**src/rtl/mem_ctrl_pkg.sv**
```systemverilog
// Shared opcode map, FSM state type and access decoder
// for the SPARC-style byte memory controller.
package mem_ctrl_pkg;

    localparam logic [5:0] OP_LOAD_W   = 6'b000000;
    localparam logic [5:0] OP_LOAD_UB  = 6'b000001;
    localparam logic [5:0] OP_LOAD_UHW = 6'b000010;
    localparam logic [5:0] OP_LOAD_SB  = 6'b001001;
    localparam logic [5:0] OP_LOAD_SHW = 6'b001010;
    localparam logic [5:0] OP_STORE_W  = 6'b000100;
    localparam logic [5:0] OP_STORE_B  = 6'b000101;
    localparam logic [5:0] OP_STORE_HW = 6'b000110;
    localparam logic [5:0] OP_LDSTUB   = 6'b001101;

    typedef enum logic [1:0] {IDLE, WAIT, ACCESS, DONE} state_e;

    typedef enum logic [1:0] {SZ_B, SZ_HW, SZ_W} size_e;

    typedef struct packed {
        size_e size;
        logic  sgn;
        logic  is_store;
        logic  is_ldstub;
        logic  legal;
    } op_info_t;

    function automatic op_info_t decode_op(input logic [5:0] op);
        op_info_t i;
        i = '{size: SZ_W, sgn: 1'b0, is_store: 1'b0,
              is_ldstub: 1'b0, legal: 1'b1};
        case (op)
            OP_LOAD_W:   i.size = SZ_W;
            OP_LOAD_UB:  i.size = SZ_B;
            OP_LOAD_UHW: i.size = SZ_HW;
            OP_LOAD_SB:  begin i.size = SZ_B;  i.sgn = 1'b1; end
            OP_LOAD_SHW: begin i.size = SZ_HW; i.sgn = 1'b1; end
            OP_STORE_W:  begin i.size = SZ_W;  i.is_store = 1'b1; end
            OP_STORE_B:  begin i.size = SZ_B;  i.is_store = 1'b1; end
            OP_STORE_HW: begin i.size = SZ_HW; i.is_store = 1'b1; end
            OP_LDSTUB:   begin i.size = SZ_B;  i.is_ldstub = 1'b1; end
            default:     i.legal = 1'b0;
        endcase
        return i;
    endfunction

    // Returns {illegal, misaligned}; misaligned only for legal opcodes.
    function automatic logic [1:0] op_fault(input logic [5:0] op,
                                            input logic [1:0] lo);
        op_info_t i;
        logic     mis;
        i   = decode_op(op);
        mis = (i.size == SZ_W && lo != 2'b00) ||
              (i.size == SZ_HW && lo[0]);
        return {!i.legal, i.legal && mis};
    endfunction

endpackage

```
**src/rtl/mem_ctrl_sparc_byte_ram.sv**
```systemverilog
// Byte-organised storage with one word-aligned 4-lane port;
// lane 0 (bits 31:24) is the lowest byte address.
module byte_ram #(
    parameter int ADDR_WIDTH = 8
) (
    input  logic                  clk,
    input  logic [ADDR_WIDTH-1:0] addr,
    input  logic [3:0]            we,
    input  logic [31:0]           wdata,
    output logic [31:0]           rdata
);

    localparam int DEPTH = 2 ** ADDR_WIDTH;

    logic [7:0] mem [DEPTH];

    logic [ADDR_WIDTH-1:0] a0, a1, a2, a3;

    assign a0 = addr & ~ADDR_WIDTH'(3);
    assign a1 = a0 | ADDR_WIDTH'(1);
    assign a2 = a0 | ADDR_WIDTH'(2);
    assign a3 = a0 | ADDR_WIDTH'(3);

    always_ff @(posedge clk) begin
        if (we[3]) mem[a0] <= wdata[31:24];
        if (we[2]) mem[a1] <= wdata[23:16];
        if (we[1]) mem[a2] <= wdata[15:8];
        if (we[0]) mem[a3] <= wdata[7:0];
    end

    assign rdata = {mem[a0], mem[a1], mem[a2], mem[a3]};

endmodule

```
**src/rtl/mem_ctrl_sparc.sv**
```systemverilog
// MOV/MFC memory controller: request latch, wait states,
// big-endian lane steering, load extension and fault reporting.
module mem_ctrl_sparc
    import mem_ctrl_pkg::*;
#(
    parameter int ADDR_WIDTH  = 8,
    parameter int WAIT_STATES = 2
) (
    input  logic                  clk,
    input  logic                  reset_n,
    input  logic                  enable,
    input  logic [5:0]            opcode,
    input  logic [ADDR_WIDTH-1:0] address,
    input  logic [31:0]           data_in,
    output logic [31:0]           data_out,
    output logic                  mfc,
    output logic                  busy,
    output logic                  misaligned,
    output logic                  illegal_op
);

    localparam logic [3:0] WS_INIT =
        (WAIT_STATES == 0) ? 4'd0 : 4'(WAIT_STATES - 1);

    state_e                state_q, state_d;
    logic [5:0]            op_q, op_d;
    logic [ADDR_WIDTH-1:0] addr_q, addr_d;
    logic [31:0]           data_q, data_d;
    logic [3:0]            cnt_q, cnt_d;
    logic [31:0]           dout_q, dout_d;
    logic                  mfc_q, mfc_d;
    logic                  mis_q, mis_d;
    logic                  ill_q, ill_d;

    op_info_t    cur;
    logic [1:0]  req_fault, cur_fault;
    logic [3:0]  ram_we;
    logic [31:0] ram_wdata, ram_rdata;
    logic [7:0]  ld_byte;
    logic [15:0] ld_half;
    logic [31:0] ld_val;

    assign cur       = decode_op(op_q);
    assign req_fault = op_fault(opcode, address[1:0]);
    assign cur_fault = op_fault(op_q, addr_q[1:0]);

    byte_ram #(.ADDR_WIDTH(ADDR_WIDTH)) u_ram (
        .clk   (clk),
        .addr  (addr_q),
        .we    (ram_we),
        .wdata (ram_wdata),
        .rdata (ram_rdata)
    );

    // Replicate store data across lanes; the enable mask picks the bytes.
    always_comb begin
        ram_wdata = data_q;
        ram_we    = 4'b1111;
        case (cur.size)
            SZ_B: begin
                ram_we    = 4'b1000 >> addr_q[1:0];
                ram_wdata = {4{data_q[7:0]}};
            end
            SZ_HW: begin
                ram_we    = 4'b1100 >> addr_q[1:0];
                ram_wdata = {2{data_q[15:0]}};
            end
            default: ;
        endcase
        if (cur.is_ldstub)
            ram_wdata = '1;
        if (state_q != ACCESS || !cur.legal ||
            !(cur.is_store || cur.is_ldstub))
            ram_we = 4'b0000;
    end

    always_comb begin
        case (addr_q[1:0])
            2'd0:    ld_byte = ram_rdata[31:24];
            2'd1:    ld_byte = ram_rdata[23:16];
            2'd2:    ld_byte = ram_rdata[15:8];
            default: ld_byte = ram_rdata[7:0];
        endcase
        ld_half = addr_q[1] ? ram_rdata[15:0] : ram_rdata[31:16];
        case (cur.size)
            SZ_B:    ld_val = {{24{cur.sgn & ld_byte[7]}}, ld_byte};
            SZ_HW:   ld_val = {{16{cur.sgn & ld_half[15]}}, ld_half};
            default: ld_val = ram_rdata;
        endcase
    end

    always_comb begin
        state_d = state_q;
        op_d    = op_q;
        addr_d  = addr_q;
        data_d  = data_q;
        cnt_d   = cnt_q;
        dout_d  = dout_q;
        mfc_d   = mfc_q;
        mis_d   = mis_q;
        ill_d   = ill_q;
        unique case (state_q)
            IDLE: begin
                if (enable) begin
                    op_d   = opcode;
                    addr_d = address;
                    data_d = data_in;
                    cnt_d  = WS_INIT;
                    if (req_fault != 2'b00)
                        state_d = DONE;
                    else if (WAIT_STATES == 0)
                        state_d = ACCESS;
                    else
                        state_d = WAIT;
                end
            end
            WAIT: begin
                if (cnt_q == 4'd0)
                    state_d = ACCESS;
                else
                    cnt_d = cnt_q - 4'd1;
            end
            ACCESS: begin
                state_d = DONE;
                mfc_d   = 1'b1;
                if (!cur.is_store)
                    dout_d = ld_val;
            end
            DONE: begin
                // Faulted requests raise mfc one edge after acceptance.
                mfc_d = 1'b1;
                ill_d = cur_fault[1];
                mis_d = cur_fault[0];
                if (mfc_q && !enable) begin
                    state_d = IDLE;
                    mfc_d   = 1'b0;
                    ill_d   = 1'b0;
                    mis_d   = 1'b0;
                end
            end
            default: state_d = IDLE;
        endcase
    end

    always_ff @(posedge clk or negedge reset_n) begin
        if (!reset_n) begin
            state_q <= IDLE;
            op_q    <= '0;
            addr_q  <= '0;
            data_q  <= '0;
            cnt_q   <= '0;
            dout_q  <= '0;
            mfc_q   <= 1'b0;
            mis_q   <= 1'b0;
            ill_q   <= 1'b0;
        end else begin
            state_q <= state_d;
            op_q    <= op_d;
            addr_q  <= addr_d;
            data_q  <= data_d;
            cnt_q   <= cnt_d;
            dout_q  <= dout_d;
            mfc_q   <= mfc_d;
            mis_q   <= mis_d;
            ill_q   <= ill_d;
        end
    end

    assign data_out   = dout_q;
    assign mfc        = mfc_q;
    assign busy       = (state_q != IDLE);
    assign misaligned = mis_q;
    assign illegal_op = ill_q;

endmodule

```
**config.mk**
```make
export PLATFORM = sky130hd
export DESIGN_NAME = mem_ctrl_sparc
export DESIGN_NICKNAME = d
export VERILOG_FILES = /design/src/rtl/mem_ctrl_pkg.sv /design/src/rtl/mem_ctrl_sparc_byte_ram.sv /design/src/rtl/mem_ctrl_sparc.sv
export SDC_FILE = /design/constraint.sdc
export NUM_CORES = 2
export LEC_CHECK = 0
export ABC_AREA = 1
export BUFFER_PORTS_ARGS = -buffer_cell sky130_fd_sc_hd__buf_2
export CAP_MARGIN = 20
export CORE_MARGIN = 10
export CORE_UTILIZATION = 53
export CTS_BUF_LIST = sky130_fd_sc_hd__clkbuf_4 sky130_fd_sc_hd__clkbuf_8 sky130_fd_sc_hd__clkbuf_16
export DETAILED_ROUTE_END_ITERATION = 16
export HOLD_SLACK_MARGIN = 0.03
export PLACE_DENSITY = 0.73
export SYNTH_ARGS = -nofsm -noshare
export SYNTH_HDL_FRONTEND = slang
export SYNTH_SLANG_ARGS = --single-unit
```
**constraint.sdc**
```tcl
create_clock -name clk -period 4.33 [get_ports clk]
set_input_delay 0.866 -clock clk [delete_from_list [all_inputs] [get_ports clk]]
set_output_delay 0.866 -clock clk [all_outputs]
set_load 0.01 [all_outputs]
```
After elaboration in Yosys (flattened, before gate mapping):

Memories as Yosys holds them, arrays and structs flattened.
Cells that the tools add are included.

* register bits after elaboration: 87
* memory bits (writable): 2048
* bits of input ports: 49
* output and inout port bits: 36
* logic and storage cells: 120
* memories kept: 1

* add/subtract/negate cells: 1
* equality and inequality tests: 30
* shift-type cells: 2
* muxes and demuxes: 34
* bitwise gates (word level): 3
* reductions and logical operators: 40

Memories
* u_ram.mem: words 256, bits a word 8, rd ports 4, clocked after memory_dff 0, wr ports 4, line mem_ctrl_sparc_byte_ram.sv:15 `logic [7:0] mem [DEPTH];`

Operator list (number)
* $pmux 32 s2: 2
* $eq 6x3->1 const B: 6
* $eq 6x4->1 const B: 6
* $mux 32: 1
* $pmux 8 s3: 1
* $reduce_or 9->1: 2
* $mux 1: 16
* $mux 16: 1
* $pmux 4 s2: 2
* $eq 6x1->1 const B: 2
* $eq 6x2->1 const B: 2
* $logic_not 6->1: 2
* $mux 4: 3
* $reduce_bool 2->1: 6
* $eq 2x2->1 const B: 5
* $ne 2x2->1 const B: 5
* $reduce_or 3->1: 3
* $eq 2x1->1 const B: 4
* $mux 2: 4
* $pmux 2 s2: 2
* $pmux 2 s4: 1
* $reduce_or 4->1: 2
* $shr 4x2->4 const A: 2
* $logic_and 1x1->1: 7
* 11 further kinds: 23

Logic depth before layout (Yosys ltp):

* depth in word-level cells: 11
* mapped depth: 21
* depth with buffers taken out: 17

Hierarchy:

A second synthesis with hierarchy kept.

* cells, all modules: 9334
* area, all modules: 91998.2 µm²

Modules (own cells, without submodules)
* byte_ram: times used 1, cells an instance 8691, area each 87064.8 µm², seq. area each 61499.0 µm²
* mem_ctrl_sparc: times used 1, cells an instance 643, area each 4933.5 µm², seq. area each 2177.1 µm²

Worst setup path before layout:

No wires, ideal clock.

* kind: reg2reg
* from: reg op_q[5]
* to: mem u_ram.mem[1][5] (netlist: u_ram.mem[0][13]), data pin
* library setup time: 0.499 ns
* data arrival time: 3.579 ns
* required time: 3.831 ns
* slack: 0.252 ns
* stages on the path, launching flop included: 10
* path buffers: 1
* clock period less this slack: 4.078 ns
* path through: dfrtp_1 nor2_1 nand2_1 nor2_2 inv_2 nor2_1 clkbuf_1 or2_2 nor2_1 nor2_1

RTL lines
* start, declared: line mem_ctrl_sparc.sv:26 `logic [5:0] op_q, op_d;`
* start signal, assigned: line mem_ctrl_sparc.sv:158 `op_q <= op_d;`
* end, declared: line mem_ctrl_sparc_byte_ram.sv:15

Worst setup path in the final report:

* from: reg addr_q[2]
* to: reg dout_q[9] (netlist: data_out[9])

* word-level cells in the longest chain between the ends: 4
* elaborated cells on any way between the ends: 5
* those cells by class: 3 x mux; 1 x bitwise; 1 x memory

Ends and longest elaborated chain
* start, declared: line mem_ctrl_sparc.sv:27 `logic [ADDR_WIDTH-1:0] addr_q, addr_d;`
* start signal, assigned: line mem_ctrl_sparc.sv:159 `addr_q <= addr_d;`
* $mem_v2 256x8 (*)
* $pmux 8 s3: line mem_ctrl_sparc.sv:78 `case (addr_q[1:0])`
* $and 1x1->1: line mem_ctrl_sparc.sv:86 `SZ_B: ld_val = {{24{cur.sgn & ld_byte[7]}}, ld_byte};`
* $pmux 32 s2 (*): line mem_ctrl_sparc.sv:85 `case (cur.size)`
* end signal, assigned: line mem_ctrl_sparc.sv:162 `dout_q <= dout_d;`
* end, declared: line mem_ctrl_sparc.sv:30 `logic [31:0] dout_q, dout_d;`

Mark *: on every way between the ends. The rest lies on a longest branch, timed or not.
A chain may end at the register's enable or synchronous reset.

==> impl_metrics.prom <==
# TYPE chip_impl_metric gauge
chip_impl_info{name="critical-path-slowest-cell",value="dfrtp_4"} 1
chip_impl_info{name="critPathLaunchType",value="flip-flop"} 1
chip_impl_metric{name="floorplan.rows",unit=""} 148
chip_impl_metric{name="grt_antenna_before_repair",unit=""} 11
chip_impl_metric{name="fin_nets",unit=""} 7982
chip_impl_metric{name="post_route_cells_drive_above_1_share",unit="%"} 11.8
chip_impl_metric{name="maximum_number_of_pins_on_one_net_before_global_route_repair",unit=""} 104
chip_impl_metric{name="slowest_delay",unit="ns"} 0.75
chip_impl_info{name="cp_common_cell",value="nand2_1"} 1
chip_impl_metric{name="postCtsSetupRepairBufs",unit=""} 0
chip_impl_metric{name="seq_power_share",unit="%"} 40.8
chip_impl_metric{name="clkSinkCount",unit=""} 2135
chip_impl_metric{name="dieWidth",unit="um"} 425
chip_impl_metric{name="io_pins",unit=""} 85
chip_impl_metric{name="synth-edff-count",unit=""} 2048
chip_impl_metric{name="antenna_left",unit=""} 0
chip_impl_metric{name="clock.fmax",unit="GHz"} 0.271
chip_impl_metric{name="syn_inst",unit=""} 7625
chip_impl_metric{name="power.leakage",unit="nW"} 37.3
chip_impl_metric{name="maxCapViolCount",unit=""} 0
chip_impl_metric{name="relSlewSlack",unit="%"} 19.4
chip_impl_metric{name="number_of_global_route_vias_before_repair",unit=""} 57657
chip_impl_metric{name="via_per_inst",unit=""} 5.89
chip_impl_metric{name="cts_buffers",unit=""} 200
chip_impl_metric{name="maxSlewViolCount",unit=""} 0
chip_impl_metric{name="gr-total-overflow",unit=""} 0
chip_impl_metric{name="powerDensity",unit="nW/um2"} 715
chip_impl_metric{name="critPathArrivalTime",unit="ns"} 4.47
chip_impl_metric{name="dpl.hpwl",unit="um"} 160000
chip_impl_metric{name="clkSlewWorstSetupHoldPaths",unit="ns"} 0.07
chip_impl_metric{name="dpl_cell_area",unit="um2"} 91900
chip_impl_metric{name="synth.net_count",unit=""} 7681
chip_impl_metric{name="synth-seq-cells",unit=""} 2135
chip_impl_metric{name="tightestPinTransition",unit="ns"} 1.21
chip_impl_metric{name="core_region_area",unit="um2"} 163000
chip_impl_metric{name="wl_per_cell",unit="um"} 25.5
chip_impl_info{name="cts_root_buf",value="clkbuf_16"} 1
chip_impl_metric{name="switching_share",unit="%"} 38.6
chip_impl_info{name="setup_crit_end_kind",value="flip-flop"} 1
chip_impl_metric{name="report.final.hold_viol_count",unit=""} 0
chip_impl_metric{name="totalWireLength",unit="um"} 262000
chip_impl_metric{name="area_delta_synth_final",unit="%"} 13.2
chip_impl_info{name="min-delay-path-class",value="input pin to async pin"} 1
chip_impl_metric{name="critical_path_peak_fanout",unit=""} 93
chip_impl_metric{name="postLayoutCellArea",unit="um2"} 98400
chip_impl_info{name="timing.critical_path.cells",value="buf_4 > buf_12 > buf_4 > nor2_1 > nor2_1 > o21ai_1 > nand2_1 > o21ai_1 > nand2_1 > nor2_1 > nand2_1 > nand2_1 > nand3_2 > nand3_2 > nand2_1 > nand2_1 > nand2_1"} 1
chip_impl_metric{name="finalCriticalPeriod",unit="ns"} 3.70
chip_impl_metric{name="final.setup_skew",unit="ns"} 0.0381
chip_impl_metric{name="htree_num_levels",unit=""} 4
chip_impl_metric{name="postSynthAreaPerCell",unit="um2"} 11.4
chip_impl_metric{name="grt.total_usage",unit="%"} 28.3
chip_impl_metric{name="yosysUniqueCellTypes",unit=""} 47
chip_impl_info{name="timing.setup.critical_path_class",value="flip-flop to flip-flop"} 1
chip_impl_metric{name="finalWeightedCongestion",unit=""} 0.935
chip_impl_metric{name="floorplan.die_area",unit="um2"} 181000
chip_impl_metric{name="count_of_input_and_output_buffers",unit=""} 84
chip_impl_metric{name="postCtsHoldBufs",unit=""} 0
chip_impl_info{name="run_status",value="finished clean"} 1
chip_impl_metric{name="pwr-share-comb",unit="%"} 34.8
chip_impl_metric{name="report.final.setup_viol",unit=""} 0
chip_impl_metric{name="cell_internal_pwr",unit="mW"} 43.1
chip_impl_metric{name="power.share.clock",unit="%"} 24.4
chip_impl_metric{name="grt_pass1_wl",unit="um"} 379000
chip_impl_metric{name="initial_core_util",unit="%"} 53.3
chip_impl_metric{name="chipHeight",unit="um"} 425
chip_impl_info{name="synthTopCellsByArea",value="edfxtp_1, nand2_1, dfrtp_1, nor2_1, a21oi_1"} 1
chip_impl_info{name="rsz_0062_raised_after_global_routing",value="false"} 1
chip_impl_metric{name="remaining_drc_errors",unit=""} 0
chip_impl_metric{name="worstSkewPairLatency",unit="ns"} 0.84
chip_impl_metric{name="syn_area",unit="um2"} 86900
chip_impl_metric{name="drt_iter0_drc",unit=""} 8769
chip_impl_metric{name="number_of_instances_resized_during_post_cts_repair",unit=""} 0
chip_impl_info{name="cts_tree",value="built"} 1
chip_impl_metric{name="synth-seq-area-share",unit="%"} 73.3
chip_impl_metric{name="detailedRoute.firstPassIterationCount",unit=""} 9
chip_impl_metric{name="crit_required",unit="ns"} 5.10
chip_impl_metric{name="p_switching",unit="mW"} 27.1
chip_impl_metric{name="power.ir.vdd_worst",unit="mV"} 0.907
chip_impl_metric{name="ffs_w_async_s_r_synth",unit="%"} 4.07
chip_impl_info{name="yosys.area.top_type",value="edfxtp_1"} 1
chip_impl_metric{name="vias",unit=""} 60499
chip_impl_metric{name="period_share",unit="%"} 85.4
chip_impl_metric{name="cts.path.max_buffers",unit=""} 3
chip_impl_info{name="synth-main-ff-cell",value="edfxtp_1"} 1
chip_impl_metric{name="ys_warn_count",unit=""} 0
chip_impl_metric{name="tns",unit="ns"} 0
chip_impl_metric{name="yosysTopAreaCellShare",unit="%"} 70.8
-- kinds of logic (layout without fill, tap and decap cells) --
logic type / Yosys count / in the layout / synth area share [%]
AND/OR/NAND/NOR: 4251 / 4251 / 19.3
flip-flops: 2135 / 2135 / 73.3
AO/OA/AOI/OAI: 633 / 633 / 3.97
buffers and inverters: 565 / 1028 / 2.97
multiplexers: 33 / 33 / 0.428
adder cells (fa/ha/maj): 7 / 7 / 0.101
XOR/XNOR: 1 / 1 / 0.0101
other: 0 / 17 / 0
-- layer usage --
layer  track usage, %  wire length, um
met5                0               64
met4             16.4            17000
met3             8.21            34800
met2             42.8           118000
met1             36.5            92600
-- through the flow --
step	hold slack [ns]	setup slack, ns	power [mW]	cells	utilization [%]
finish	0.186	0.634	70.3	10280	60.4
global route	0.235	0.278	72.5	10265	60.3
CTS	0.208	0.662	69.6	10262	60.3
detailed placement	0.477	0.678	52.7	9898	56.4
global placement	0.478	0.689	52.3	9898	56.4
floorplan	0.453	0.252	42.1	7625	-
-- worst paths after layout --
check                                  from     endpoint  slack, ns  cells past startpoint
worst min register to register     cnt_q[0]     cnt_q[0]       0.50                      1
worst min-delay path                reset_n   data_q[27]       0.19                      1
min in group clk                data_in[26]   data_q[26]       0.26                      2
worst max register to register    addr_q[2]  data_out[9]       0.63                     17
max in group asynchronous           reset_n    data_q[6]       3.33                      2
worst max-delay path              addr_q[2]  data_out[9]       0.63                     17
-- area by class of cell --
| type | count | area, um2 |
|---|---|---|
| repair buffers | 497 | 4020 |
| diodes | 17 | 42.5 |
| clock buffers | 253 | 5430 |
| fillers | 12447 | 64600 |
| inverters | 167 | 658 |
| clock inverters | 111 | 926 |
| flip-flops and latches | 2135 | 63700 |
| well taps | 2175 | 2720 |
| multi-input cells | 4925 | 20900 |
-- worst max-delay path: cells and delay by family (launching register included) --
kind	cells	cell delay, ns
buf+inv	3	1.07
simple gates	12	1.56
flops	1	0.75
compound gates	2	0.12
-- power groups by stage --
stage / sequential [mW] / clock (mW) / combinational [mW]
after floorplan: 29.1 / 0 / 13.0
after global placement: 29.1 / 0 / 23.2
after detailed placement: 29.1 / 0 / 23.6
after CTS: 28.7 / 17.2 / 23.7
after global routing: 28.7 / 18.0 / 25.8
final: 28.7 / 17.2 / 24.4
-- state kept, by name, summed over array words and instances, names as in the netlist --
signal	flops
illegal_op	1
cnt_q	4
u_ram.mem	2048
addr_q	8
op_q	6
misaligned	1
data_out	32
state_q	2
mfc	1
data_q	32
-- cells in the final DEF (no fill, tap or decap), types with 4 or more instances in the layout --
cell | synthesis | layout
clkinv_1 | 2 | 43
o21ai_1 | 142 | 142
a21oi_1 | 296 | 296
clkbuf_4 | 0 | 50
clkinv_8 | 0 | 6
nand2_1 | 3391 | 3373
nand2_2 | 1 | 18
diode_2 | 0 | 17
buf_12 | 0 | 40
clkinv_2 | 0 | 39
or2_0 | 9 | 9
a221oi_1 | 7 | 7
inv_6 | 0 | 8
nand3_1 | 128 | 127
clkinvlp_4 | 0 | 5
buf_4 | 19 | 374
dfrtp_1 | 87 | 84
clkbuf_16 | 0 | 201
nor3_4 | 0 | 5
ha_1 | 7 | 7
nor2_2 | 7 | 4
inv_2 | 8 | 5
o21ai_0 | 92 | 92
o21a_1 | 8 | 8
inv_1 | 156 | 156
nand3_2 | 3 | 4
bufinv_16 | 0 | 11
nand4_1 | 122 | 122
or2_2 | 33 | 33
nor2_1 | 516 | 508
o211ai_1 | 18 | 18
mux2_2 | 33 | 33
nand3b_1 | 10 | 10
or2_1 | 11 | 11
a22oi_1 | 58 | 58
buf_2 | 236 | 83
nor2_4 | 6 | 17
edfxtp_1 | 2048 | 2048
-- synthesized netlist by cell type, types with 10 or more instances --
| cell | n |
|---|---|
| nand2_1 | 3391 |
| edfxtp_1 | 2048 |
| nor2_1 | 516 |
| a21oi_1 | 296 |
| buf_2 | 236 |
| inv_1 | 156 |
| o21ai_1 | 142 |
| nand3_1 | 128 |
| nand4_1 | 122 |
| clkbuf_1 | 95 |
| o21ai_0 | 92 |
| dfrtp_1 | 87 |
| a22oi_1 | 58 |
| buf_1 | 36 |
| mux2_2 | 33 |
| or2_2 | 33 |
| buf_4 | 19 |
| o211ai_1 | 18 |
| buf_6 | 12 |
| or2_1 | 11 |
| nand3b_1 | 10 |
No activity file was read; power rests on OpenSTA's default activity.
